**config.mk**
```make
export PLATFORM = sky130hd
export DESIGN_NAME = clock_display_scan
export DESIGN_NICKNAME = d
export VERILOG_FILES = /design/src/rtl/clock_display_scan.sv
export SDC_FILE = /design/constraint.sdc
export NUM_CORES = 1
export LEC_CHECK = 0
export CAP_MARGIN = 20
export CORE_ASPECT_RATIO = 0.7
export CORE_MARGIN = 5
export CORE_UTILIZATION = 50
export CTS_CLUSTER_SIZE = 14
export DETAILED_ROUTE_END_ITERATION = 7
export GPL_ROUTABILITY_DRIVEN = 0
export PLACE_DENSITY_LB_ADDON = 0.3
export SLEW_MARGIN = 5
export SYNTH_ARGS = -nofsm -noshare
export SYNTH_HDL_FRONTEND = slang
export SYNTH_SLANG_ARGS = --single-unit
export TNS_END_PERCENT = 1
```
**constraint.sdc**
```tcl
create_clock -name clk -period 6.05 [get_ports clk]
set_input_delay 1.815 -clock clk [delete_from_list [all_inputs] [get_ports clk]]
set_output_delay 1.815 -clock clk [all_outputs]
set_load 0.05 [all_outputs]
```
**src/rtl/clock_display_scan.sv**
```systemverilog
// clock_display_scan: time-multiplexed 4-digit common-anode 7-segment driver for a packed BCD mm:ss word.
// Ports: clk/rst (sync, active-high); min_sec packed BCD time {mt,mo,st,so}; lz_blank hides a zero
// minute-tens digit; an active-low digit enables (an[0] = sec ones); seg active-low {g,f,e,d,c,b,a};
// dp active-low colon, lit only on digit 2.
module clock_display_scan #(
    parameter int SCAN_DIV    = 1000,
    parameter int GAP         = 16,
    parameter int BLINK_SCANS = 128
) (
    input  logic        clk,
    input  logic        rst,
    input  logic [15:0] min_sec,
    input  logic        lz_blank,
    output logic [3:0]  an,
    output logic [6:0]  seg,
    output logic        dp
);
    localparam int CW = SCAN_DIV > 1 ? $clog2(SCAN_DIV) : 1;
    localparam int BW = $clog2(BLINK_SCANS + 1);

    logic [CW-1:0] cnt_q, cnt_d;
    logic [1:0]    idx_q, idx_d;
    logic [BW-1:0] scan_q, scan_d;
    logic          ph_q, ph_d;
    logic [15:0]   hold_q, hold_d;
    logic          first_q, first_d;
    logic [3:0]    an_q, an_d;
    logic [6:0]    seg_q, seg_d;
    logic          dp_q, dp_d;
    logic          slot_end, wrap, blink_end, blank;
    logic [3:0]    nib;

    function automatic logic [6:0] decode(input logic [3:0] n);
        case (n)
            4'd0:    decode = 7'b1000000;
            4'd1:    decode = 7'b1111001;
            4'd2:    decode = 7'b0100100;
            4'd3:    decode = 7'b0110000;
            4'd4:    decode = 7'b0011001;
            4'd5:    decode = 7'b0010010;
            4'd6:    decode = 7'b0000010;
            4'd7:    decode = 7'b1111000;
            4'd8:    decode = 7'b0000000;
            4'd9:    decode = 7'b0010000;
            default: decode = 7'b0111111;
        endcase
    endfunction

    always_comb begin
        slot_end  = cnt_q == CW'(SCAN_DIV - 1);
        wrap      = slot_end && idx_q == 2'd3;
        blink_end = scan_q == BW'(BLINK_SCANS - 1);
        cnt_d     = slot_end ? '0 : cnt_q + 1'b1;
        idx_d     = slot_end ? idx_q + 2'd1 : idx_q;
        scan_d    = wrap ? (blink_end ? '0 : scan_q + 1'b1) : scan_q;
        ph_d      = (wrap && blink_end) ? ~ph_q : ph_q;
        // the hold register only changes between scans, so a scan never mixes two times
        hold_d    = (wrap || first_q) ? min_sec : hold_q;
        first_d   = 1'b0;
        nib       = hold_q[4*idx_q +: 4];
        blank     = 32'(cnt_q) < GAP || (idx_q == 2'd3 && lz_blank && nib == 4'd0) ||
                    (hold_q == 16'h0000 && ph_q);
        an_d      = blank ? 4'hF : ~(4'b0001 << idx_q);
        seg_d     = blank ? 7'h7F : decode(nib);
        dp_d      = !(idx_q == 2'd2 && !blank && !ph_q);
    end

    always_ff @(posedge clk) begin
        if (rst) begin
            cnt_q   <= '0;
            idx_q   <= '0;
            scan_q  <= '0;
            ph_q    <= 1'b0;
            hold_q  <= 16'h0000;
            first_q <= 1'b1;
            an_q    <= 4'hF;
            seg_q   <= 7'h7F;
            dp_q    <= 1'b1;
        end else begin
            cnt_q   <= cnt_d;
            idx_q   <= idx_d;
            scan_q  <= scan_d;
            ph_q    <= ph_d;
            hold_q  <= hold_d;
            first_q <= first_d;
            an_q    <= an_d;
            seg_q   <= seg_d;
            dp_q    <= dp_d;
        end
    end

    assign an  = an_q;
    assign seg = seg_q;
    assign dp  = dp_q;
endmodule

```
[Word-level counts from Yosys, hierarchy flattened]
Memories as Yosys holds them, arrays and structs flattened. A register that Yosys moved wholly into a read port is not among the register bits.
Cells that the tools add are included.
Widths: inputs -> output; s select.
Storage, ports and cells
  register bits: 43
  output and inout bits: 12
  input port bits: 19
  memories: 1
  ROM bits: 112
  word-level logic and storage cells: 40
Memory list
  (no name shown): depth 16, bits a word 7, read ports 1, clocked after memory_dff 1, write ports 0, RTL line 34  | case (n)
Cells by class
  $add $sub $neg: 3
  reductions and logical operators: 17
  magnitude comparators: 1
  shift operators: 2
  bitwise logic cells: 2
  eq/ne operators: 4
  mux-type cells: 2
Operator list (count)
  $logic_not 16->1: 1
  $shiftx 16x5->4: 1
  $add 10x1->10 const B: 1
  $eq 10x10->1 const B: 1
  $lt 10x5->1 const B: 1
  $add 8x1->8 const B: 1
  $eq 8x7->1 const B: 1
  $mux 8: 1
  $logic_and 1x1->1: 7
  $eq 2x2->1 const B: 2
  $logic_not 4->1: 1
  $not 4->4: 1
  $reduce_or 2->1: 2
  $shl 1x2->4 const A: 1
  $logic_not 1->1: 3
  $logic_or 1x1->1: 3
  $add 2x1->2 const B: 1
  $mux 1: 1
  $not 1->1: 1

[Longest topological paths before layout]
Gate-level depths: netlist of run 1.
  word-level depth: 9
  depth in mapped cells: 8
  gate-level depth less buffers: 7

[Least setup slack after synthesis of run 1]
Ideal clock, no wire load.
  path kind: input port to flip-flop
  start: in rst
  end: reg seg_q[0], in the netlist seg[0]
  required time: 5.912 ns
  buffers on the path: 2
  arrival: 2.702 ns
  library setup time: 0.138 ns
  slack: 3.210 ns
  cell stages on the path: 5
  cells stage by stage: clkbuf_1 > a21oi_1 > o41a_1 > clkbuf_1 > nand3_1
On the way
  word-level cells in the longest chain between the ends: 1
RTL lines
  start, declared: RTL line 11  | input logic rst,
  $reduce_or 2->1 (no line)
  end, declared: RTL line 28  | logic [6:0] seg_q, seg_d;
Every way passes these cells.
A chain may end at the register's enable or synchronous reset.

[Worst setup path after layout of run 1]
  start: reg an_q[2], in the netlist an[2]
  end: out an[2]
RTL lines
  start, declared: RTL line 27  | logic [3:0] an_q, an_d;
  start signal, assigned: RTL line 86  | an_q <= an_d;
  end, declared: RTL line 14  | output logic [3:0] an,
No word-level cell between the ends.

==> summary.md, run 1 <==
| Metric | Value |
|---|---|
| Status | `finished, final reports clean` |
| Via-to-Cell Ratio | `5.37` |
| Gr usage total | `15.1%` |
| Critical path's slowest cell | `clkdlybuf4s50_1` |
| Fin Hold WS | `0.463 ns` |
| Final Total Pwr | `0.601 mW` |
| Max Clock Skew | `0.00947 ns` |
| Cts-stage hold buffer count | `0` |
| Asr flop ratio synth | `0%` |
| First-pass DRT Iterations | `4` |
| Worst-Skew Late Latency | `0.30 ns` |
| Top Ports | `31` |
| Hold Crit Class | `reg2reg` |
| Placed Cells | `305` |
| CTS Root Buffer Type | `clkbuf_8` |
| Initial drt markers | `83` |
| Yosys reg bits | `50` |
| Int Pwr | `0.460 mW` |
| PwrDens | `221 nW/um^2` |
| TNS Setup | `0 ns` |
| H-tree levels | `2` |
| Post-CTS Resized | `0` |
| Post-Syn Instances | `233` |
| Family with the most delay on the worst path | `buffers and inverters` |
| Most numerous cell in the Yosys netlist | `dfxtp_1` |
| Final Core Density | `61.8%` |
| Synth top area share | `43.2%` |
| Register area share after synthesis | `43.2%` |
| DR DRC count | `0` |
| Die Y | `66.9 um` |
| Net Switching | `0.141 mW` |
| Reg clk slew, reported paths | `0.09 ns` |
| Layout area overhead | `17.5%` |
| Vias in the first global route | `1534` |
| Max Transition Viols Final | `0` |
| Die Span X | `91.3 um` |
| Worst vdd ir | `0.000159 V` |
| CTS tree | `yes` |
| Final Hold Viols | `0` |
| Crit path max fanout | `1` |
| Detailed Route WL | `4270 um` |
| CP cell instances | `clkdlybuf4s50_1` |
| Num CTS Buffers | `5` |
| Wire length per cell | `13.6 um` |
| Total grt overflow | `0` |
| Static Leak | `1.03 nW` |
| Combinational share of power | `9.0%` |
| Synth Net Count | `263` |
| RSZ-0062 raised after global routing | `no` |
| Syn avg cell area | `9.94 um^2` |
| Standard-cell rows | `20` |
| Sequential share of power | `57.3%` |
| Finished Layout Cells | `314` |
| Clock power frac | `33.7%` |
| Largest buffer count on any clock path | `2` |
| Post-synthesis cell area | `2320 um^2` |
| Setup Viol. Count Final | `0` |
| Tmin final | `3.25 ns` |
| Vias | `1686` |
| Die area | `6110 um^2` |
| CP endpoint kind | `output pin` |
| Initial Utilization | `52.6%` |
| CP required | `4.24 ns` |
| Post-CTS Setup Bufs | `0` |
| Pin count of the biggest net entering global routing | `30` |
| DPL Wire Length | `3010 um` |
| Layout cells sized above 1 | `9.27%` |
| IO buf count | `30` |
| Worst-Margin Slew | `0.769 ns` |
| Buf/Inv on CP | `1` |
| Max Cap Viol | `0` |
| EDFF count, synth | `0` |
| Slew headroom | `48.6%` |
| CP peak stage delay | `0.80 ns` |
| Diodes inserted | `0` |
| Synth Warn # | `0` |
| Area contributors post-synth | `dfxtp_1 43%, mux2i_1 7.8%, ha_1 5.9%` |
| Startpoint Class | `register` |
| Primary FF master, synth | `dfxtp_1` |
| NumNets Final | `288` |
| CORE AREA | `4400 um^2` |
| First-pass GRT wire length | `7360 um` |
| Clk sinks | `50` |
| Highest Clock Rate | `0.308 GHz` |
| Final ANT Viol Nets | `0` |
| Fin crit share | `53.7%` |
| Initial antenna violation count | `0` |
| Setup CP Type | `reg2out` |
| Synth cell count leaders | `50 x dfxtp_1, 34 x nor2_1, 18 x mux2i_1` |
| Switching Fraction | `23.5%` |
| CP Data Arrival Time | `1.43 ns` |
| Largest area contributor in the netlist | `dfxtp_1` |
| Post-synthesis cell type count | `44` |
==> per-layer routing <==
metal	GRT usage, %	routed length, um	vias to the layer above
li1	-	-	858
met1	21.5	2190	779
met2	21.9	1740	43
met3	4.06	286	6
met4	5.31	57	0
met5	0	0	-
==> kinds of logic after synthesis <==
| group | Yosys count | synth area share (%) |
|---|---|---|
| xor+xnor | 12 | 4.54 |
| mux | 24 | 13.1 |
| flops | 50 | 43.2 |
| compound gates | 24 | 6.81 |
| fa+ha+maj | 11 | 5.94 |
| simple gates | 88 | 20.9 |
| buf+inv | 24 | 5.51 |
==> through the flow <==
| stage | setup slack [ns] | area, um^2 |
|---|---|---|
| 2_1_floorplan | 3.21 | 2320 |
| 3_3_place_gp | 2.16 | 2600 |
| 3_5_place_dp | 2.11 | 2600 |
| 4_1_cts | 2.44 | 2690 |
| 5_1_grt | 2.57 | 2720 |
| 6_report | 2.80 | 2720 |
==> area by class of cell <==
class | count | area, um^2
Clock inverter | 2 | 12.5
Multi-Input combinational cell | 159 | 1190
Inverter | 11 | 41.3
Clock buffer | 6 | 82.6
Tap cell | 55 | 68.8
Timing Repair Buffer | 31 | 328
Fill cell | 382 | 1680
Sequential cell | 50 | 1000
==> power groups by stage <==
stage	Sequential (mW)	Clock (mW)	Combinational, mW
2_1_floorplan	0.350	0	0.0359
3_3_place_gp	0.352	0	0.0508
3_5_place_dp	0.352	0	0.0516
4_1_cts	0.344	0.207	0.0522
5_1_grt	0.346	0.221	0.0604
6_report	0.344	0.202	0.0543
==> final timing paths <==
kind,startpoint,end,slack (ns),cells after the start
max,an[2]$_SDFF_PP1_,an[2],2.80,1
min,cnt_q[0]$_SDFF_PP0_,cnt_q[0]$_SDFF_PP0_,0.46,1
max reg2reg,idx_q[0]$_SDFFE_PP0P_,seg[4]$_SDFF_PP1_,3.72,7
min reg2reg,cnt_q[0]$_SDFF_PP0_,cnt_q[0]$_SDFF_PP0_,0.46,1
==> cells in the final DEF, fill, tap and decap left out, types with 2 or more instances in the layout <==
master           instances
dfxtp_1                 50
nor2_1                  34
clkdlybuf4s50_1         30
mux2i_1                 18
nand3_1                 12
a21oi_1                 12
inv_1                   11
ha_1                    11
o21ai_0                  7
nand4_1                  6
nand2_1                  6
xor2_1                   6
xnor2_1                  6
clkbuf_8                 6
nor4_1                   4
or3_1                    4
and4_1                   3
nand3_2                  3
mux4_1                   2
and3_1                   2
mux4_2                   2
nand4_2                  2
nor3_1                   2
==> flip-flops by register name (all words and copies together), names as in the netlist <==
register	flops
an	4
dp	1
idx_q	2
ph_q	1
scan_q	8
seg	7
cnt_q	10
first_q	1
hold_q	16
(Power assumes the default switching activity.)
==> run 2, diff against run 1 <==
--- a/config.mk
+++ b/config.mk
@@ -8,7 +8,7 @@
 export CAP_MARGIN = 20
 export CORE_ASPECT_RATIO = 0.7
 export CORE_MARGIN = 5
-export CORE_UTILIZATION = 50
+export CORE_UTILIZATION = 49
 export CTS_CLUSTER_SIZE = 14
 export DETAILED_ROUTE_END_ITERATION = 7
 export GPL_ROUTABILITY_DRIVEN = 0
==> constraint.sdc (replaced) <==
create_clock -name clk -period 2.77 [get_ports clk]
set_input_delay 0.831 -clock clk [delete_from_list [all_inputs] [get_ports clk]]
set_output_delay 0.831 -clock clk [all_outputs]
set_load 0.05 [all_outputs]
==> run 2 against run 1 <==
Count of clock-buffer cells in the layout grew 1; sequential power increased by 120%; largest power group unchanged; routed wire length down 2.2%; critical path depth unchanged; final cell count did not move; global-route usage is 0.75 points lower.
==> summary.md, run 2 (synthesis gave the netlist of run 1 again) <==
| Metric | Value |
|---|---|
| Max reg flops | `16` |
| Standard-cell rows | `20` |
| First-pass GRT wire length | `7160 um` |
| Pre-CTS setup slack | `0.507 ns` |
| RSZ-0062 raised after global routing | `no` |
| Pin count of the biggest net entering global routing | `29` |
| Worst-Skew Late Latency | `0.29 ns` |
| DR DRC count | `0` |
| Vias | `1680` |
| CP cell instances | `clkdlybuf4s50_1` |
| Sequential share of power | `59.6%` |
| Critical path's slowest cell | `clkdlybuf4s50_1` |
| Tmin final | `2.24 ns` |
| R2R Setup Slk | `0.67 ns` |
| Status | `finished, final reports clean` |
| CORE AREA | `4450 um^2` |
| Gr usage total | `14.4%` |
| CTS Root Buffer Type | `clkbuf_8` |
| Family with the most delay on the worst path | `buffers and inverters` |
| Total grt overflow | `0` |
| CTS tree | `yes` |
| Commonest non-fill, non-tap cell in the layout | `dfxtp_1` |
| Biggest register | `hold_q` |
| Fin Hold WS | `0.463 ns` |
| CP required | `1.94 ns` |
| Initial Utilization | `52.0%` |
| Slew headroom | `48.5%` |
| Regs by FF count | `hold_q x16, cnt_q x10, scan_q x8` |
| Clock power frac | `31.4%` |
| Post-CTS Resized | `0` |
| CP endpoint kind | `output pin` |
| Via-to-Cell Ratio | `5.35` |
| Die Y | `67.5 um` |
| First-pass DRT Iterations | `4` |
| Diodes inserted | `0` |
| Die Span X | `92.2 um` |
| Worst vdd ir | `0.000308 V` |
| Multi-input gate area | `1190 um^2` |
| TNS Setup | `0 ns` |
| Final WS setup | `0.526 ns` |
| Storage cell area | `1000 um^2` |
| Initial drt markers | `49` |
| IO buf count | `30` |
| Fin crit share | `81.0%` |
| CP Data Arrival Time | `1.41 ns` |
| Worst-Margin Slew | `0.771 ns` |
| Int Pwr | `0.974 mW` |
| Final ANT Viol Nets | `0` |
| H-tree levels | `2` |
| Finished Layout Cells | `314` |
| Hold Crit Class | `reg2reg` |
| Static Leak | `1.02 nW` |
| DPL Wire Length | `3090 um` |
| Vias in the first global route | `1570` |
| Max Cap Viol | `0` |
| Clk sinks | `50` |
| Switching Fraction | `22.8%` |
| Setup CP Type | `reg2out` |
| Layout cells sized above 1 | `8.49%` |
| Placed Cells | `307` |
| Commonest non-fill, non-tap cells in the layout | `50 x dfxtp_1, 34 x nor2_1, 30 x clkdlybuf4s50_1` |
| Filler cell count | `402` |
| NumNets Final | `289` |
| Reg clk slew, reported paths | `0.08 ns` |
| Max Clock Skew | `0.00598 ns` |
| Startpoint Class | `register` |
| Combinational share of power | `9.0%` |
| Layout area overhead | `16.2%` |
| Net Switching | `0.288 mW` |
| CP peak stage delay | `0.80 ns` |
| Highest Clock Rate | `0.446 GHz` |
| Largest buffer count on any clock path | `2` |
| Die area | `6220 um^2` |
| Crit path max fanout | `1` |
| Max Transition Viols Final | `0` |
| Cts-stage hold buffer count | `0` |
| Buf/Inv on CP | `1` |
| PwrDens | `469 nW/um^2` |
| Detailed Route WL | `4180 um` |
| Post-CTS Setup Bufs | `0` |
| Setup Viol. Count Final | `0` |
| Initial antenna violation count | `0` |
| Wire length per cell | `13.3 um` |
| Num CTS Buffers | `5` |
| Final Hold Viols | `0` |
| Top Ports | `31` |
[run 2: changes by cell type in the layout (fill, tap and decap cells not counted)]
cell / delta
clkbuf_8: -1
buf_4: +2
clkinv_2: -1
buf_16: -1
clkbuf_1: +2
clkinvlp_4: -1
[run 2: worst register-to-register path: stages (launching register included)]
cell and delay (ns):
dfxtp_1 0.39, buf_4 0.19, ha_1 0.38, and4_1 0.26, nand4_2 0.17, or4b_1 0.51
a21oi_1 0.15
[run 2: path summary, 6_finish.rpt]
kind                            cells past startpoint                      to                   from
worst max-delay path                                1                   an[2]       an[2]$_SDFF_PP1_
worst min-delay path                                1     cnt_q[0]$_SDFF_PP0_    cnt_q[0]$_SDFF_PP0_
worst max register to register                      6  scan_q[7]$_SDFFE_PP0P_  idx_q[0]$_SDFFE_PP0P_
worst min register to register                      1     cnt_q[0]$_SDFF_PP0_    cnt_q[0]$_SDFF_PP0_
[run 2: final cells by class]
type                    count  share of cell area [%]
well taps                  55                    2.56
inverters                  11                    1.53
repair buffers             32                    11.7
flip-flops and latches     50                    37.2
clock buffers               7                    2.84
multi-input cells         159                    44.1
[run 2: metal layers]
metal | track usage, % | vias up | part of all wire [%] | wire length [um]
met5 | 0 | - | 0 | 0
met1 | 19.5 | 772 | 54 | 2260
met4 | 3.89 | 0 | 0.50 | 21
met2 | 22.5 | 38 | 40 | 1670
met3 | 4.34 | 2 | 5.3 | 222
li1 | - | 868 | - | -
[run 2: power groups by stage]
| stage | registers [mW] | logic [mW] | clock network (mW) |
|---|---|---|---|
| 3_5_place_dp | 0.769 | 0.113 | 0 |
| 3_3_place_gp | 0.768 | 0.112 | 0 |
| 6_report | 0.752 | 0.113 | 0.397 |
| 5_1_grt | 0.755 | 0.126 | 0.445 |
| 2_1_floorplan | 0.763 | 0.0785 | 0 |
| 4_1_cts | 0.752 | 0.114 | 0.412 |
[run 2: through the flow]
| step | power, mW | util, % | instance area, um^2 |
|---|---|---|---|
| 3_5_place_dp | 0.882 | 58.7 | 2610 |
| 5_1_grt | 1.33 | 60.4 | 2690 |
| 4_1_cts | 1.28 | 60.4 | 2690 |
| 2_1_floorplan | 0.842 | - | 2320 |
| 6_report | 1.26 | 60.4 | 2690 |
| 3_3_place_gp | 0.880 | 58.7 | 2610 |
